$ cat src/rtl/apb_master_ctrl_if.sv
// Request/response and APB bus signals of the APB master sequencer, grouped with
// master (controller) and slave (front end + peripheral side) modports.
interface apb_master_ctrl_if #(
  parameter int unsigned ADDR_WIDTH = 32,
  parameter int unsigned DATA_WIDTH = 32
);
  logic                  Req_valid;
  logic                  Req_ready;
  logic                  Req_write;
  logic [ADDR_WIDTH-1:0] Req_addr;
  logic [DATA_WIDTH-1:0] Req_wdata;
  logic                  Resp_valid;
  logic                  Resp_err;
  logic [DATA_WIDTH-1:0] Resp_rdata;
  logic [2:0]            Pselx;
  logic                  Penable;
  logic                  Pwrite;
  logic [ADDR_WIDTH-1:0] Paddr;
  logic [DATA_WIDTH-1:0] Pwdata;
  logic [DATA_WIDTH-1:0] Prdata;
  logic                  Pready;

  modport master (
    input  Req_valid, Req_write, Req_addr, Req_wdata, Prdata, Pready,
    output Req_ready, Resp_valid, Resp_err, Resp_rdata,
           Pselx, Penable, Pwrite, Paddr, Pwdata
  );

  modport slave (
    output Req_valid, Req_write, Req_addr, Req_wdata, Prdata, Pready,
    input  Req_ready, Resp_valid, Resp_err, Resp_rdata,
           Pselx, Penable, Pwrite, Paddr, Pwdata
  );
endinterface

$ cat src/rtl/apb_master_ctrl.sv
// APB master sequencer: one request at a time, decode, SETUP/ACCESS with wait states.
// Optional ACCESS timeout abort enabled by macro APB_CTRL_TIMEOUT_EN.
module apb_master_ctrl #(
  parameter int unsigned ADDR_WIDTH = 32,
  parameter int unsigned DATA_WIDTH = 32,
  parameter int unsigned TIMEOUT    = 16
) (
  input  logic                 Hclk,
  input  logic                 Hreset,
  apb_master_ctrl_if.master    bus
);
  localparam int unsigned SEL_W = 3;
  localparam int unsigned DEC_W = 6;

  typedef enum logic [1:0] {ST_IDLE, ST_SETUP, ST_ACCESS, ST_ERR} state_e;

  state_e                state_q, state_d;
  logic                  req_ready_q, req_ready_d;
  logic                  resp_valid_q, resp_valid_d;
  logic                  resp_err_q, resp_err_d;
  logic [DATA_WIDTH-1:0] resp_rdata_q, resp_rdata_d;
  logic [SEL_W-1:0]      psel_q, psel_d;
  logic                  penable_q, penable_d;
  logic                  pwrite_q, pwrite_d;
  logic [ADDR_WIDTH-1:0] paddr_q, paddr_d;
  logic [DATA_WIDTH-1:0] pwdata_q, pwdata_d;
  logic [SEL_W-1:0]      sel_c;
  logic                  timeout_c;

  // Peripheral decode on the top address bits; zero means decode error
  always_comb begin
    sel_c = '0;
    case (bus.Req_addr[ADDR_WIDTH-1 -: DEC_W])
      6'h20:   sel_c = 3'b001;
      6'h21:   sel_c = 3'b010;
      6'h22:   sel_c = 3'b100;
      default: sel_c = '0;
    endcase
  end

`ifdef APB_CTRL_TIMEOUT_EN
  localparam int unsigned CNT_W = (TIMEOUT > 1) ? $clog2(TIMEOUT) : 1;
  logic [CNT_W-1:0] wait_cnt_q, wait_cnt_d;

  // Counts Pready-low ACCESS cycles; cleared while in SETUP so it starts at 0 in ACCESS
  always_comb begin
    wait_cnt_d = wait_cnt_q;
    if (state_q == ST_SETUP)
      wait_cnt_d = '0;
    else if (state_q == ST_ACCESS && !bus.Pready)
      wait_cnt_d = wait_cnt_q + CNT_W'(1);
  end

  always_ff @(posedge Hclk or posedge Hreset) begin
    if (Hreset) wait_cnt_q <= '0;
    else        wait_cnt_q <= wait_cnt_d;
  end

  assign timeout_c = (wait_cnt_q == CNT_W'(TIMEOUT - 1)) && !bus.Pready;
`else
  localparam int unsigned unused_timeout_p = TIMEOUT;
  assign timeout_c = 1'b0;
`endif

  // Next-state and next-output logic; every output is a register loaded from here
  always_comb begin
    state_d      = state_q;
    req_ready_d  = 1'b0;
    resp_valid_d = 1'b0;
    resp_err_d   = 1'b0;
    resp_rdata_d = resp_rdata_q;
    psel_d       = psel_q;
    penable_d    = 1'b0;
    pwrite_d     = pwrite_q;
    paddr_d      = paddr_q;
    pwdata_d     = pwdata_q;
    case (state_q)
      ST_IDLE: begin
        req_ready_d = 1'b1;
        psel_d      = '0;
        if (bus.Req_valid) begin
          req_ready_d = 1'b0;
          if (sel_c != '0) begin
            state_d  = ST_SETUP;
            psel_d   = sel_c;
            pwrite_d = bus.Req_write;
            paddr_d  = bus.Req_addr;
            pwdata_d = bus.Req_wdata;
          end else begin
            state_d = ST_ERR;
          end
        end
      end
      ST_SETUP: begin
        state_d   = ST_ACCESS;
        penable_d = 1'b1;
      end
      ST_ACCESS: begin
        penable_d = 1'b1;
        if (bus.Pready) begin
          state_d      = ST_IDLE;
          psel_d       = '0;
          penable_d    = 1'b0;
          resp_valid_d = 1'b1;
          req_ready_d  = 1'b1;
          if (!pwrite_q) resp_rdata_d = bus.Prdata;
        end else if (timeout_c) begin
          state_d      = ST_IDLE;
          psel_d       = '0;
          penable_d    = 1'b0;
          resp_valid_d = 1'b1;
          resp_err_d   = 1'b1;
          req_ready_d  = 1'b1;
        end
      end
      ST_ERR: begin
        state_d      = ST_IDLE;
        resp_valid_d = 1'b1;
        resp_err_d   = 1'b1;
        resp_rdata_d = '0;
        req_ready_d  = 1'b1;
      end
      default: begin
        state_d     = ST_IDLE;
        psel_d      = '0;
        req_ready_d = 1'b1;
      end
    endcase
  end

  always_ff @(posedge Hclk or posedge Hreset) begin
    if (Hreset) begin
      state_q      <= ST_IDLE;
      req_ready_q  <= 1'b1;
      resp_valid_q <= 1'b0;
      resp_err_q   <= 1'b0;
      resp_rdata_q <= '0;
      psel_q       <= '0;
      penable_q    <= 1'b0;
      pwrite_q     <= 1'b0;
      paddr_q      <= '0;
      pwdata_q     <= '0;
    end else begin
      state_q      <= state_d;
      req_ready_q  <= req_ready_d;
      resp_valid_q <= resp_valid_d;
      resp_err_q   <= resp_err_d;
      resp_rdata_q <= resp_rdata_d;
      psel_q       <= psel_d;
      penable_q    <= penable_d;
      pwrite_q     <= pwrite_d;
      paddr_q      <= paddr_d;
      pwdata_q     <= pwdata_d;
    end
  end

  assign bus.Req_ready  = req_ready_q;
  assign bus.Resp_valid = resp_valid_q;
  assign bus.Resp_err   = resp_err_q;
  assign bus.Resp_rdata = resp_rdata_q;
  assign bus.Pselx      = psel_q;
  assign bus.Penable    = penable_q;
  assign bus.Pwrite     = pwrite_q;
  assign bus.Paddr      = paddr_q;
  assign bus.Pwdata     = pwdata_q;
endmodule

$ cat src/flat_wrapper.sv
// flat-port wrapper written by rule: the top's interface ports become plain ports
module apb_master_ctrl_flat 
#(
  parameter int unsigned ADDR_WIDTH = 32,
  parameter int unsigned DATA_WIDTH = 32,
  parameter int unsigned TIMEOUT    = 16
)
  (Hclk, Hreset, bus_Req_valid, bus_Req_write, bus_Req_addr, bus_Req_wdata, bus_Prdata, bus_Pready, bus_Req_ready, bus_Resp_valid, bus_Resp_err, bus_Resp_rdata, bus_Pselx, bus_Penable, bus_Pwrite, bus_Paddr, bus_Pwdata);
  apb_master_ctrl_if #(.ADDR_WIDTH(ADDR_WIDTH), .DATA_WIDTH(DATA_WIDTH)) bus_i ();
  input  logic Hclk;
  input  logic Hreset;
  input wire logic [$bits(bus_i.Req_valid)-1:0] bus_Req_valid;
  input wire logic [$bits(bus_i.Req_write)-1:0] bus_Req_write;
  input wire logic [$bits(bus_i.Req_addr)-1:0] bus_Req_addr;
  input wire logic [$bits(bus_i.Req_wdata)-1:0] bus_Req_wdata;
  input wire logic [$bits(bus_i.Prdata)-1:0] bus_Prdata;
  input wire logic [$bits(bus_i.Pready)-1:0] bus_Pready;
  output wire logic [$bits(bus_i.Req_ready)-1:0] bus_Req_ready;
  output wire logic [$bits(bus_i.Resp_valid)-1:0] bus_Resp_valid;
  output wire logic [$bits(bus_i.Resp_err)-1:0] bus_Resp_err;
  output wire logic [$bits(bus_i.Resp_rdata)-1:0] bus_Resp_rdata;
  output wire logic [$bits(bus_i.Pselx)-1:0] bus_Pselx;
  output wire logic [$bits(bus_i.Penable)-1:0] bus_Penable;
  output wire logic [$bits(bus_i.Pwrite)-1:0] bus_Pwrite;
  output wire logic [$bits(bus_i.Paddr)-1:0] bus_Paddr;
  output wire logic [$bits(bus_i.Pwdata)-1:0] bus_Pwdata;
  assign bus_i.Req_valid = bus_Req_valid;
  assign bus_i.Req_write = bus_Req_write;
  assign bus_i.Req_addr = bus_Req_addr;
  assign bus_i.Req_wdata = bus_Req_wdata;
  assign bus_i.Prdata = bus_Prdata;
  assign bus_i.Pready = bus_Pready;
  assign bus_Req_ready = bus_i.Req_ready;
  assign bus_Resp_valid = bus_i.Resp_valid;
  assign bus_Resp_err = bus_i.Resp_err;
  assign bus_Resp_rdata = bus_i.Resp_rdata;
  assign bus_Pselx = bus_i.Pselx;
  assign bus_Penable = bus_i.Penable;
  assign bus_Pwrite = bus_i.Pwrite;
  assign bus_Paddr = bus_i.Paddr;
  assign bus_Pwdata = bus_i.Pwdata;
  apb_master_ctrl #(.ADDR_WIDTH(ADDR_WIDTH), .DATA_WIDTH(DATA_WIDTH), .TIMEOUT(TIMEOUT)) u_core (.Hclk(Hclk), .Hreset(Hreset), .bus(bus_i));
endmodule
$ cat config.mk
export PLATFORM = sky130hd
export DESIGN_NAME = apb_master_ctrl_flat
export DESIGN_NICKNAME = d
export VERILOG_FILES = /design/src/rtl/apb_master_ctrl_if.sv /design/src/rtl/apb_master_ctrl.sv /design/src/flat_wrapper.sv
export SDC_FILE = /design/constraint.sdc
export NUM_CORES = 1
export LEC_CHECK = 0
export ABC_AREA = 1
export CAP_MARGIN = 20
export CORE_MARGIN = 2
export CORE_UTILIZATION = 37
export CTS_BUF_LIST = sky130_fd_sc_hd__clkbuf_2 sky130_fd_sc_hd__clkbuf_4 sky130_fd_sc_hd__clkbuf_8
export DETAILED_ROUTE_END_ITERATION = 8
export PLACE_DENSITY_LB_ADDON = 0.08
export SETUP_SLACK_MARGIN = 0.05
export SLEW_MARGIN = 25
export SYNTH_ARGS = -nofsm -noshare
export SYNTH_HDL_FRONTEND = slang
export SYNTH_SLANG_ARGS = --single-unit
$ cat constraint.sdc
create_clock -name Hclk -period 8.05 [get_ports Hclk]
set_input_delay 0.805 -clock Hclk [delete_from_list [all_inputs] [get_ports Hclk]]
set_output_delay 0.805 -clock Hclk [all_outputs]
set_load 0.1 [all_outputs]
==> results of run 1 <==
==> final timing paths <==
| check | startpoint | endpoint | slack (ns) | cells past startpoint |
|---|---|---|---|---|
| min reg2reg | u_core.bus.Paddr[31]$_DFFE_PP0P_ | u_core.bus.Paddr[31]$_DFFE_PP0P_ | 0.48 | 2 |
| max | bus_Req_valid | u_core.bus.Paddr[30]$_DFFE_PP0P_ | 5.11 | 6 |
| max in group asynchronous | Hreset | u_core.bus.Pwdata[25]$_DFFE_PP0P_ | 5.98 | 3 |
| max reg2reg | u_core.state_q[0]$_DFFE_PP0P_ | u_core.bus.Paddr[30]$_DFFE_PP0P_ | 5.24 | 7 |
| min | u_core.bus.Paddr[31]$_DFFE_PP0P_ | u_core.bus.Paddr[31]$_DFFE_PP0P_ | 0.48 | 2 |
| min in group asynchronous | Hreset | u_core.bus.Paddr[3]$_DFFE_PP0P_ | 0.80 | 2 |
==> cells by family after synthesis <==
logic type	after synthesis
AO/OA/AOI/OAI	38
buffers and inverters	85
adder cells (fa/ha/maj)	4
AND/OR/NAND/NOR	249
flip-flops	106
==> synth_stat cells (all sizes together), types with 2 or more instances <==
cell type    n  area share
nand2      174        0.15
buf         25       0.044
clkbuf       6      0.0059
a21oi        2      0.0022
inv         53       0.045
nand3        2      0.0050
o21ai       35       0.042
nand4       64       0.090
nor2         9       0.011
ha           4       0.011
dfrtp      105        0.59
==> routing by layer <==
| layer | share of wire | wire length [um] | up-vias |
|---|---|---|---|
| met1 | 0.45 | 5290 | 1773 |
| met5 | 0 | 0 | - |
| met3 | 0.082 | 963 | 13 |
| met2 | 0.45 | 5320 | 130 |
| met4 | 0.018 | 214 | 0 |
| li1 | - | - | 1922 |
==> registers in the layout (all words and copies together), names as in the netlist, 2 cells and up <==
| register | cells |
|---|---|
| u_core.bus.Resp_rdata | 32 |
| u_core.bus.Pwdata | 32 |
| u_core.state_q | 2 |
| u_core.bus.Paddr | 32 |
| u_core.bus.Pselx | 3 |
==> worst max-delay path, stage by stage <==
cell and delay, ns:
sky130_fd_sc_hd__clkdlybuf4s50_1 0.46, sky130_fd_sc_hd__nand2_1 0.11, sky130_fd_sc_hd__clkinv_2 0.62, sky130_fd_sc_hd__nand3_4 0.88, sky130_fd_sc_hd__inv_1 0.17, sky130_fd_sc_hd__nor2_1 0.13
==> final cells by class <==
cell class	instances	share of cell area
Clock buffer	9	0.0184
Clock inverter	7	0.0140
Inverter	54	0.0307
Multi-Input combinational cell	291	0.207
Sequential cell	106	0.395
Tap cell	147	0.0274
Timing Repair Buffer	207	0.307
==> per-stage QoR <==
step / area, um2 / hold slack [ns] / setup WS, ns / utilization
2_1_floorplan: 4460 / 0.499 / 4.46 / -
3_3_place_gp: 6490 / 0.454 / 4.79 / 0.545
3_5_place_dp: 6500 / 0.457 / 4.73 / 0.546
4_1_cts: 6720 / 0.482 / 5.10 / 0.564
5_1_grt: 6720 / 0.509 / 4.90 / 0.564
6_report: 6720 / 0.475 / 5.11 / 0.564
==> summary.md, run 1 <==
## Drt
* 11.8 mm — final WL
* 4.67 — via/cell ratio
* 0 — total DRC errors in the routed layout
* 4 — first drt pass iteration count
* 190 — DRT iter0 DRCs
* 0 — antenna violation net count after detailed routing
* 3838 — total via count in the routed design
* 14.3 um — routed wire length per instance

## Critical path
* 8.34 ns — required time at the worst-slack endpoint
* 3.23 ns — Arrival @ worst endpoint
* input pin to flip-flop — WS Path Type
* flip-flop — Crit. End Element
* 63 — largest fanout on the critical path
* input pin — element type at the critical path start

## Floorplan
* 40 — number of placement rows
* 0.375 — effective utilization at floorplan
* 114 um — width of the die
* 11900 um2 — core outline area
* 205 — Boundary Pins
* 114 um — Die Span Y
* 13000 um2 — Die Footprint

## Layout
* 774 — Post-layout nets
* 1081 — count of fill cells added during filler insertion
* 1390 um2 — area of the multi-input gates
* 0.0445 — proportion of layout cells with a drive suffix above 1
* sky130_fd_sc_hd__clkdlybuf4s50_1 — most common cell after layout, fill and taps aside
* 821 — Final Instance Count excl. Fillers
* 2650 um2 — area used by sequential logic in the layout
* 50.6% — area delta synth->final
* 0 — antenna cells
* sky130_fd_sc_hd__clkdlybuf4s50_1 (204), sky130_fd_sc_hd__nand2_1 (172), sky130_fd_sc_hd__dfrtp_1 (105) — leading cell types in the layout, fill and taps excluded

## Global route
* met2 — layer with the highest usage
* 73 — largest net degree at the start of global routing
* 3673 — via count of the first global-routing pass
* 18.6 mm — first-pass GRT wire length
* 0.277 — met2 track demand over resource in global routing
* 0.0521 — met3 GRT Util
* 0.242 — routing usage on met1
* 0 — antenna violations before repair
* 0.179 — GR Util All Layers
* 0 — global-route congestion overflow total

## Yosys
* 0.595 — portion of the post-synthesis area used by sequential elements
* 9.26 um2 — average size of a mapped cell
* 22 — distinct cell type count after synthesis
* 0.0457 — complex-gate fraction of the synthesized area
* simple AND/OR/NAND/NOR gates — main combinational cell family by area after synthesis
* 0 — yosys warns
* 0.253 — share of synthesized cell area in and, or, nand and nor gates
* 0.0112 — Adder-Cell Fraction of Synth Area
* sky130_fd_sc_hd__dfrtp_1 — most instantiated flip-flop cell in the synthesis netlist
* 0 — area share of xor/xnor cells in the synthesized design
* 0 — multiplexer fraction of the synthesized cell area
* 482 — synthesized instance count
* 4460 um2 — netlist area before placement
* 1.00 — Async SR Flop Fraction
* 0 — number of flops mapped to enable cells by yosys
* 106 — flip-flop and latch count after synthesis
* 587 — Post-Synthesis Net Count

## CTS
* 9 — clock buffer count from CTS
* yes — CTS tree
* 0.09 ns — clock slew seen by the registers of the worst setup and hold paths
* sky130_fd_sc_hd__clkbuf_8 — master cell of the clock root buffer
* 3 — Max H-tree Level
* 0.36 ns — clock latency at the later pin of the worst-skew pair
* 2 — maximum buffer depth of the clock tree
* 0 — post-cts resize count
* 0 — buffer count from post-CTS setup fixing
* 0 — CTS Hold Bufs
* 106 — number of clock sinks

## Flow run
* 0 — MaxCap Viol Count

## Worst hold path
* flip-flop to flip-flop — Hold Crit Class

## Place
* 204 — number of I/O port buffers
* 7.86 mm — post-detailed-placement half-perimeter wirelength
* 805 — placed cells
* 0.785 — placer's final routability congestion estimate

## Timing
* 2.94 ns — final worst path period need
* 0 — Slew Limit Fails
* 1.02 ns — worst-margin pin slew
* 0.00916 ns — final clock skew
* no — unrepaired setup endpoints after global routing
* 0.318 — normalized max-slew margin
* 0 — Setup Viol. Count Final
* 0 ns — total negative slack for setup checks
* 340 MHz — maximum clock rate
* 0 — number of hold-slack violations in the final timing report
* 0.365 — crit share post-route

## Status
* finished, final reports clean — status

Power of run 1 is not shown: default switching activity piles up to over one toggle a cycle in this logic, so the estimate is an artifact.
==> inputs of run 2 (changes only) <==
==> constraint.sdc (replaced) <==
create_clock -name Hclk -period 2.73 [get_ports Hclk]
set_input_delay 0.273 -clock Hclk [delete_from_list [all_inputs] [get_ports Hclk]]
set_output_delay 0.273 -clock Hclk [all_outputs]
set_load 0.1 [all_outputs]
==> run 2 against run 1 <==
Via count up 0.70%. Largest cell class unchanged. Wire length is 0.37% lower. Critical path depth grew 1.
==> summary.md, run 2 (synthesis gave the netlist of run 1 again) <==
## Place
* 8.16 mm — post-detailed-placement half-perimeter wirelength
* 808 — placed cells
* 0.736 — placer's final routability congestion estimate
* 204 — number of I/O port buffers

## Critical path
* flip-flop — Crit. End Element
* 0.53 ns — r2r setup slk
* 2.98 ns — required time at the worst-slack endpoint
* flip-flop to flip-flop — WS Path Type
* flip-flop — element type at the critical path start
* 7 — worst-case reg-to-reg path depth
* 2.44 ns — Arrival @ worst endpoint
* 63 — largest fanout on the critical path

## Layout
* 777 — Post-layout nets
* sky130_fd_sc_hd__nand2_1 — most common cell after layout, fill and taps aside
* sky130_fd_sc_hd__nand2_1 (172), sky130_fd_sc_hd__buf_4 (108), sky130_fd_sc_hd__dfrtp_1 (105) — leading cell types in the layout, fill and taps excluded
* 1131 — count of fill cells added during filler insertion
* 46.3% — area delta synth->final
* 0 — antenna cells
* 0.202 — proportion of layout cells with a drive suffix above 1
* 824 — Final Instance Count excl. Fillers

## Timing
* 455 MHz — maximum clock rate
* 0 — Setup Viol. Count Final
* 2.20 ns — final worst path period need
* 0.483 — normalized max-slew margin
* 0 — Slew Limit Fails
* 0.806 — crit share post-route
* no — unrepaired setup endpoints after global routing
* 0.0101 ns — final clock skew
* 0.772 ns — worst-margin pin slew
* 0 ns — total negative slack for setup checks
* 0 — number of hold-slack violations in the final timing report

## Floorplan
* 205 — Boundary Pins
* 114 um — width of the die
* 0.375 — effective utilization at floorplan
* 114 um — Die Span Y
* 11900 um2 — core outline area
* 40 — number of placement rows
* 13000 um2 — Die Footprint

## CTS
* 2 — maximum buffer depth of the clock tree
* yes — CTS tree
* 0.10 ns — clock slew seen by the registers of the worst setup and hold paths
* 106 — number of clock sinks
* 0 — buffer count from post-CTS setup fixing
* 3 — Max H-tree Level
* 0.36 ns — clock latency at the later pin of the worst-skew pair
* 0 — post-cts resize count
* 9 — clock buffer count from CTS
* 0 — CTS Hold Bufs
* sky130_fd_sc_hd__clkbuf_8 — master cell of the clock root buffer

## Global route
* 18.9 mm — first-pass GRT wire length
* 3768 — via count of the first global-routing pass
* 64 — largest net degree at the start of global routing
* 0.184 — GR Util All Layers
* 0 — global-route congestion overflow total
* 0 — antenna violations before repair

## Drt
* 275 — DRT iter0 DRCs
* 3865 — total via count in the routed design
* 5 — first drt pass iteration count
* 14.2 um — routed wire length per instance
* 0 — antenna violation net count after detailed routing
* 4.69 — via/cell ratio
* 11.7 mm — final WL
* 0 — total DRC errors in the routed layout

## Worst hold path
* input pin to async pin — Hold Crit Class

## Status
* finished, final reports clean — status

## Flow run
* 0 — MaxCap Viol Count

## run 2: path summary, 6_finish.rpt
path	startpoint	end
min reg2reg	u_core.bus.Paddr[8]$_DFFE_PP0P_	u_core.bus.Paddr[8]$_DFFE_PP0P_
max in group asynchronous	Hreset	u_core.bus.Req_ready$_DFF_PP1_
min	Hreset	u_core.bus.Resp_rdata[22]$_DFFE_PP0P_
max	u_core.state_q[0]$_DFFE_PP0P_	u_core.bus.Paddr[28]$_DFFE_PP0P_
max reg2reg	u_core.state_q[0]$_DFFE_PP0P_	u_core.bus.Paddr[28]$_DFFE_PP0P_
min in group Hclk	bus_Prdata[31]	u_core.bus.Resp_rdata[31]$_DFFE_PP0P_
## run 2: metrics by stage
step           hold slack, ns  worst slack (ns)  instance area (um2)   util
6_report                0.363             0.530                 6530  0.548
5_1_grt                 0.395             0.271                 6530  0.548
4_1_cts                 0.353             0.495                 6530  0.548
3_5_place_dp            0.460             0.542                 6290  0.528
3_3_place_gp            0.452             0.584                 6280  0.527
2_1_floorplan           0.394              1.10                 4470      -
## run 2: layout make-up
| type | count | area (um2) | area share |
|---|---|---|---|
| multi-input cells | 291 | 1390 | 0.213 |
| well taps | 147 | 184 | 0.0282 |
| clock inverters | 4 | 72.6 | 0.0111 |
| repair buffers | 210 | 1850 | 0.284 |
| flip-flops and latches | 106 | 2650 | 0.407 |
| clock buffers | 12 | 165 | 0.0253 |
| inverters | 54 | 208 | 0.0318 |
## run 2: layer usage
metal | share of wire | global-route usage | vias up
met5 | 0 | 0 | -
met4 | 0.014 | 0.0650 | 0
met3 | 0.079 | 0.0531 | 12
met2 | 0.46 | 0.296 | 135
met1 | 0.44 | 0.240 | 1789
li1 | - | - | 1929
## run 2: critical path: stages (launching register included)
cell and delay (ns):
sky130_fd_sc_hd__dfrtp_1 0.42, sky130_fd_sc_hd__inv_1 0.11, sky130_fd_sc_hd__ha_1 0.28, sky130_fd_sc_hd__nand2_1 0.10, sky130_fd_sc_hd__clkinv_2 0.24, sky130_fd_sc_hd__nand3_4 0.58
sky130_fd_sc_hd__inv_1 0.29, sky130_fd_sc_hd__nor2_1 0.06
Power of run 2 is left out for the same reason.
